<file path="src/rtl/alu_seq_unit.sv">
// Clocked ALU: ADD/SUB/CMP/AND/OR/XOR in one cycle, shift-add MUL over WIDTH cycles,
// with valid/ready handshakes on operands and on the held result.
module alu_seq_unit #(
  parameter  int WIDTH = 8,
  localparam int CNT_W = $clog2(WIDTH+1)
) (
  input  logic               clk,
  input  logic               rst_n,
  input  logic               in_valid,
  output logic               in_ready,
  input  logic [2:0]         op,
  input  logic [WIDTH-1:0]   a,
  input  logic [WIDTH-1:0]   b,
  output logic               out_valid,
  input  logic               out_ready,
  output logic [2*WIDTH-1:0] result,
  output logic               carry,
  output logic               a_gt_b,
  output logic               a_eq_b,
  output logic               a_lt_b,
  output logic               zero,
  output logic               op_err
);

  localparam logic [2:0] OP_ADD = 3'd0, OP_SUB = 3'd1, OP_CMP = 3'd2, OP_AND = 3'd3,
                         OP_OR  = 3'd4, OP_XOR = 3'd5, OP_MUL = 3'd6;

  typedef enum logic [1:0] {IDLE, MUL, DONE} state_t;
  state_t state;

  logic [2*WIDTH-1:0] mcand, acc, acc_nxt;
  logic [WIDTH-1:0]   mplier;
  logic [CNT_W-1:0]   cnt;

  logic               is_sub;
  logic [WIDTH-1:0]   addend;
  logic [WIDTH:0]     sum;
  logic [2*WIDTH-1:0] r;
  logic               c, gt, eq, lt, err;

  assign in_ready  = (state == IDLE);
  assign out_valid = (state == DONE);

  // SUB shares the adder: a + ~b + 1, so carry-out doubles as no-borrow
  assign is_sub = (op == OP_SUB);
  assign addend = is_sub ? ~b : b;
  assign sum    = {1'b0, a} + {1'b0, addend} + {{WIDTH{1'b0}}, is_sub};
  assign acc_nxt = mplier[0] ? acc + mcand : acc;

  always_comb begin
    r   = '0;
    c   = 1'b0;
    gt  = 1'b0;
    eq  = 1'b0;
    lt  = 1'b0;
    err = 1'b0;
    case (op)
      OP_ADD, OP_SUB: begin
        r[WIDTH-1:0] = sum[WIDTH-1:0];
        c            = sum[WIDTH];
      end
      OP_CMP: begin
        gt = (a > b);
        eq = (a == b);
        lt = (a < b);
      end
      OP_AND:  r[WIDTH-1:0] = a & b;
      OP_OR:   r[WIDTH-1:0] = a | b;
      OP_XOR:  r[WIDTH-1:0] = a ^ b;
      OP_MUL:  r = '0;
      default: err = 1'b1;
    endcase
  end

  always_ff @(posedge clk) begin
    if (!rst_n) begin
      state  <= IDLE;
      result <= '0;
      carry  <= 1'b0;
      a_gt_b <= 1'b0;
      a_eq_b <= 1'b0;
      a_lt_b <= 1'b0;
      zero   <= 1'b0;
      op_err <= 1'b0;
      mcand  <= '0;
      mplier <= '0;
      acc    <= '0;
      cnt    <= '0;
    end else begin
      case (state)
        IDLE: if (in_valid) begin
          if (op == OP_MUL) begin
            mcand  <= {{WIDTH{1'b0}}, a};
            mplier <= b;
            acc    <= '0;
            cnt    <= '0;
            state  <= MUL;
          end else begin
            result <= r;
            carry  <= c;
            a_gt_b <= gt;
            a_eq_b <= eq;
            a_lt_b <= lt;
            zero   <= (r == '0);
            op_err <= err;
            state  <= DONE;
          end
        end
        MUL: begin
          acc    <= acc_nxt;
          mcand  <= mcand << 1;
          mplier <= mplier >> 1;
          cnt    <= cnt + 1'b1;
          if (cnt == CNT_W'(WIDTH-1)) begin
            result <= acc_nxt;
            carry  <= 1'b0;
            a_gt_b <= 1'b0;
            a_eq_b <= 1'b0;
            a_lt_b <= 1'b0;
            zero   <= (acc_nxt == '0);
            op_err <= 1'b0;
            state  <= DONE;
          end
        end
        DONE: if (out_ready) state <= IDLE;
        default: state <= IDLE;
      endcase
    end
  end

endmodule

</file>
<file path="config.mk">
export PLATFORM = sky130hd
export DESIGN_NAME = alu_seq_unit
export DESIGN_NICKNAME = d
export VERILOG_FILES = /design/src/rtl/alu_seq_unit.sv
export SDC_FILE = /design/constraint.sdc
export NUM_CORES = 1
export LEC_CHECK = 0
export ABC_CLOCK_PERIOD_IN_PS = 4100
export BUFFER_PORTS_ARGS = -buffer_cell sky130_fd_sc_hd__clkbuf_2
export CAP_MARGIN = 20
export CORE_MARGIN = 4
export CORE_UTILIZATION = 25
export CTS_CLUSTER_SIZE = 25
export DETAILED_ROUTE_END_ITERATION = 10
export PLACE_DENSITY = 0.45
export SETUP_SLACK_MARGIN = 0.15
export SLEW_MARGIN = 20
export SYNTH_ARGS = -nofsm -noshare
export SYNTH_HDL_FRONTEND = slang
export SYNTH_SLANG_ARGS = --single-unit
</file>
<file path="constraint.sdc">
create_clock -name clk -period 4.1 [get_ports clk]
set_input_delay 0.41 -clock clk [delete_from_list [all_inputs] [get_ports clk]]
set_output_delay 0.41 -clock clk [all_outputs]
set_load 0.02 [all_outputs]
</file>
==> flow_summary.json, run 1 <==
{
  "globalRouteOverflowTotal": 0,
  "avgSynthCellArea_um2": 7.870,
  "hold_violations": 0,
  "place_area_mm2": 0.005340,
  "drv.max_cap_violation_count": 0,
  "fin_cells": 911,
  "finalMaxSlewViolations": 0,
  "sw_frac_of_total": 0.3067,
  "min_period_over_period": 0.8557,
  "worstPathRequired_ns": 4.36,
  "yosys_warnings": 0,
  "place_ws_ns": 0.4799,
  "irDropWorstVdd_mv": 0.1440,
  "cellLeakagePower_uw": 0.002279,
  "cp_data_arrival_time_ns": 3.77,
  "drc": 0,
  "cts_tree": "yes",
  "tns_ns": 0,
  "crit_path_start_kind": "flop",
  "final_nets": 718,
  "cts_root_buf": "clkbuf_16",
  "port_buffers": 46,
  "drive_above_1_share": 0.1244,
  "ys_seq_area_frac": 0.2790,
  "setup_ws_ns": 0.5918,
  "final_antenna_net_count": 0,
  "critical_path_class": "flop to flop",
  "relSlewSlack": 0.4536,
  "syn-cell-area_mm2": 0.004880,
  "finClkSkew_ns": 0.01409,
  "grt_max_degree": 60,
  "crit_family": "compound AO/OA/AOI/OAI gates",
  "hp-class": "input pin to flop",
  "first_pass_iters": 7,
  "synthFlopType": "dfxtp_1",
  "async_reset_ff_frac": 0,
  "place_inst": 895,
  "layout_common_cells": "nand2_1 (73), nor2_1 (68), dfxtp_1 (68)",
  "grt.total_usage": 0.1474,
  "place.gp.congestion": 0.8258,
  "synth_cell_types": 70,
  "path_clk_slew_ns": 0.06,
  "drt-wirelength-per-cell_um": 17.30,
  "post_synth_inst_count": 620,
  "clkPwrFrac": 0.459,
  "finalSetupViolCount": 0,
  "synth-seq-cells": 68,
  "rows": 50,
  "p_switching_uw": 560.5,
  "rsz0062_at_grt": "false",
  "clk_path_buf_depth": 2,
  "cts.sinks": 68,
  "pwr-share-comb": 0.162,
  "syn_to_final_growth_pct": 15.79,
  "start_util": 0.2574,
  "worst_path_max_delay_cell": "a2111oi_1",
  "path_cells": "ha_1, fa_1, a211oi_1, o211ai_1, a2111oi_1, nor4_1, nor3_1, nand4b_1, o31ai_2",
  "seq_power_share": 0.379,
  "cts_buffers": 9,
  "io_pins": 47,
  "slowest_delay_ns": 0.54,
  "fillers": 2057,
  "die_area_mm2": 0.02182,
  "die_w_um": 147.7,
  "core_area_mm2": 0.01896,
  "grt_pass1_vias": 4604,
  "fin_area_mm2": 0.005650,
  "power.internal_uw": 1267,
  "grt_pass1_wl_um": 25650,
  "fmax_ghz": 0.2850,
  "via_per_inst": 5.213,
  "h-tree-depth": 3,
  "cp_num_buf_inv": 0,
  "cts_hold_buf": 0,
  "cp-end-kind": "flop",
  "n_antenna_cell": 0,
  "tightest_slew_ns": 0.8093,
  "outcome": "completed",
  "synth_fp_nets": 692,
  "antenna_found_initial": 0,
  "drt_wl_total_um": 15760,
  "drtIter0Drc": 285,
  "crit_fanout": 5,
  "power_uw": 1827,
  "fin_crit_ns": 3.508,
  "die_h_um": 147.7,
  "clk-insertion-delay-late_ns": 0.36,
  "final_common_cell": "nand2_1",
  "dpl.hpwl_um": 11450,
  "synth_edf_count": 0,
  "num_vias": 4749,
  "powerDensity_mw_per_mm2": 323.4
}
metal layers:
layer | vias up | wire length, um | track usage
met1 | 2261 | 7568 | 0.2038
met4 | 0 | 437 | 0.06524
met2 | 116 | 7149 | 0.2310
li1 | 2348 | - | -
met3 | 24 | 600 | 0.01717
met5 | - | 0 | 0
kinds of logic after synthesis:
family	count (synthesis)	share of synthesized area
AND/OR/NAND/NOR	225	0.2205
AO/OA/AOI/OAI	187	0.2728
flip-flops	68	0.2790
buffers and inverters	66	0.05154
adder cells (fa/ha/maj)	49	0.1287
XOR/XNOR	17	0.03051
multiplexers	8	0.01692
layout make-up:
class	count	area, um2	share of cell area
clock buffer	9	225.2	0.03986
multi-input combinational	486	3271	0.5788
clock inverter	7	83.83	0.01484
tap	260	325.3	0.05757
timing repair buffer	52	275.3	0.04872
sequential	68	1361	0.2409
inverter	29	108.9	0.01926
worst register-to-register path, delay by kind of cell (launching register included):
family	cells	cell delay (ns)
flops	1	0.34
compound gates	4	1.63
fa+ha+maj	2	0.69
simple gates	3	0.76
registers in the layout, summed over array words and instances, names as in the netlist:
signal / flops
acc: 16
mcand: 16
result: 16
mplier: 8
cnt: 4
state: 2
a_eq_b: 1
a_gt_b: 1
a_lt_b: 1
carry: 1
op_err: 1
zero: 1
what timing repair did:
action                     in CTS  in global routing
setup buffers                   0                  0
gates resized for setup         0                  1
setup endpoints to repair       0                  1
cells in the mapped netlist (8+ instances only):
library cell | instances | share of area
nor2b_1 | 9 | 0.012
nor3_1 | 9 | 0.0092
a211oi_1 | 11 | 0.017
dfxtp_1 | 68 | 0.28
o21ai_0 | 18 | 0.018
xnor2_1 | 15 | 0.027
nor2_1 | 69 | 0.053
nand2_1 | 73 | 0.056
a311oi_1 | 19 | 0.034
and2_1 | 8 | 0.010
nand3_1 | 8 | 0.0082
a21oi_1 | 40 | 0.041
ha_1 | 47 | 0.12
inv_1 | 28 | 0.022
a22oi_1 | 25 | 0.038
clkbuf_1 | 33 | 0.025
path summary, 6_finish.rpt:
kind,start,end,slack (ns),cells after the start
worst max-delay path,mcand[0],zero,0.59,9
worst min-delay path,b[2],mplier[2],0.34,3
worst max register to register,mcand[0],zero,0.59,9
worst min register to register,result[13],result[13],0.45,2
stage by stage:
step / hold slack [ns] / utilization
2_1_floorplan: 0.4462 / -
4_1_cts: 0.3289 / 0.2980
3_3_place_gp: 0.4448 / 0.2817
5_1_grt: 0.3690 / 0.2981
3_5_place_dp: 0.4476 / 0.2817
6_report: 0.3377 / 0.2981
power by group through the flow:
stage / Clock (uW) / Sequential [uW] / Combinational [uW]
2_1_floorplan: 0 / 710 / 197
3_3_place_gp: 0 / 708 / 290
3_5_place_dp: 0 / 708 / 294
4_1_cts: 858 / 693 / 296
5_1_grt: 876 / 695 / 330
6_report: 839 / 693 / 295
(Power assumes the default switching activity.)
==> inputs of run 2 (changes only) <==
CORE_MARGIN = 8   (was 4)
==> flow_summary.json, run 2 (synthesis results as in run 1) <==
{
  "outcome": "completed",
  "regArea_mm2": 0.001361,
  "cts_setup_buffers": 0,
  "via_per_inst": 5.189,
  "dpl.hpwl_um": 11860,
  "globalRouteOverflowTotal": 0,
  "pwr-share-comb": 0.163,
  "cp-end-kind": "flop",
  "path_cells": "ha_1, fa_1, a211oi_1, o211ai_1, a2111oi_0, nor4_1, nor3_1, nand4b_1, o31ai_2",
  "cts_root_buf": "clkbuf_16",
  "drt_wl_total_um": 15920,
  "n_antenna_cell": 0,
  "rsz0062_at_grt": "false",
  "crit_path_start_kind": "flop",
  "crit_fanout": 5,
  "relSlewSlack": 0.2839,
  "finClkSkew_ns": 0.01071,
  "finalMaxSlewViolations": 0,
  "clkPwrFrac": 0.458,
  "worst_path_max_delay_cell": "a2111oi_0",
  "cp_data_arrival_time_ns": 3.64,
  "grt_pass1_wl_um": 25930,
  "antenna_found_initial": 0,
  "cts_buffers": 9,
  "cp_num_buf_inv": 0,
  "slowest_delay_ns": 0.60,
  "clk-insertion-delay-late_ns": 0.35,
  "die_w_um": 155.7,
  "finalSetupViolCount": 0,
  "grt_max_degree": 60,
  "drv.max_cap_violation_count": 0,
  "first_pass_iters": 5,
  "cp.depth": 9,
  "fin_crit_ns": 3.368,
  "io_pins": 47,
  "postCtsResizedCells": 0,
  "syn_to_final_growth_pct": 16.36,
  "critical_path_class": "flop to flop",
  "grt_util_met2": 0.2121,
  "fmax_ghz": 0.2969,
  "die_area_mm2": 0.02425,
  "final_antenna_net_count": 0,
  "met1_usage": 0.1837,
  "fillers": 2089,
  "path_clk_slew_ns": 0.07,
  "grt_pass1_vias": 4646,
  "final_nets": 721,
  "h-tree-depth": 3,
  "tns_ns": 0,
  "hp-class": "input pin to flop",
  "cts_hold_buf": 0,
  "seq_power_share": 0.380,
  "hold_violations": 0,
  "worstPathRequired_ns": 4.37,
  "cellLeakagePower_uw": 0.002295,
  "drive_above_1_share": 0.1284,
  "powerDensity_mw_per_mm2": 321.5,
  "reg2reg_slack_ns": 0.73,
  "fin_cells": 919,
  "final_common_cell": "nand2_1",
  "layout_common_cells": "nand2_1 (73), nor2_1 (68), dfxtp_1 (68)",
  "place_inst": 903,
  "num_vias": 4769,
  "start_util": 0.2524,
  "power.internal_uw": 1268,
  "sw_frac_of_total": 0.3054,
  "met3_usage": 0.01994,
  "min_period_over_period": 0.8215,
  "tightest_slew_ns": 1.061,
  "p_switching_uw": 557.5,
  "rows": 51,
  "clk_path_buf_depth": 2,
  "crit_family": "compound AO/OA/AOI/OAI gates",
  "die_h_um": 155.7,
  "cts.sinks": 68,
  "multi_input_area_mm2": 0.003269,
  "irDropWorstVdd_mv": 0.1927,
  "core_area_mm2": 0.01933,
  "drc": 0,
  "place.gp.congestion": 0.8266,
  "grt-busiest-layer": "met2",
  "cts_tree": "yes",
  "reg2regPathDepth": 9,
  "min_path_cells": 3,
  "top_regs": "acc (16), mcand (16), result (16)",
  "grt.total_usage": 0.1351,
  "drt-wirelength-per-cell_um": 17.32,
  "port_buffers": 46,
  "drtIter0Drc": 379
}
## run 2: cell count changes in the layout (fill, tap and decap cells not counted)
cell       before  now
a2111oi_1       1    0
a2111oi_0       1    2
buf_4           6    9
## run 2: power by group through the flow
| stage | Sequential [uW] | Combinational (uW) | Clock (uW) |
|---|---|---|---|
| after CTS | 693 | 297 | 863 |
| final | 693 | 297 | 836 |
| after global routing | 696 | 332 | 886 |
| after detailed placement | 708 | 295 | 0 |
| after global placement | 709 | 293 | 0 |
| after floorplan | 710 | 197 | 0 |
## run 2: per-layer routing
layer	vias to the layer above	share of wire
met5	-	0
met4	0	0.014
met3	16	0.041
met2	115	0.46
met1	2298	0.49
li1	2340	-
## run 2: final timing paths
| kind | start | endpoint |
|---|---|---|
| max | mcand[0] | zero |
| min | b[1] | mplier[1] |
| max reg2reg | mcand[0] | zero |
| min reg2reg | op_err | op_err |
## run 2: cell type report
class,count,area share
multi-input combinational,486,0.5758
clock buffer,9,0.03967
sequential,68,0.2398
tap,265,0.05840
timing repair buffer,55,0.05245
inverter,29,0.01917
clock inverter,7,0.01476
## run 2: per-stage QoR
step	instance area [um2]	total power (uW)	hold slack, ns	utilization	setup slack, ns
final	5678	1826	0.3408	0.2937	0.7317
after global routing	5678	1913	0.3505	0.2937	0.4959
after floorplan	4880	906.3	0.4462	-	0.9545
after global placement	5369	1002	0.4465	0.2777	0.8137
after CTS	5678	1853	0.3228	0.2937	0.7002
after detailed placement	5369	1003	0.4489	0.2777	0.7040
## run 2: worst min-delay path, stage by stage
cell,delay (ns)
clkbuf_2,0.10
nand2_1,0.05
a311oi_1,0.07
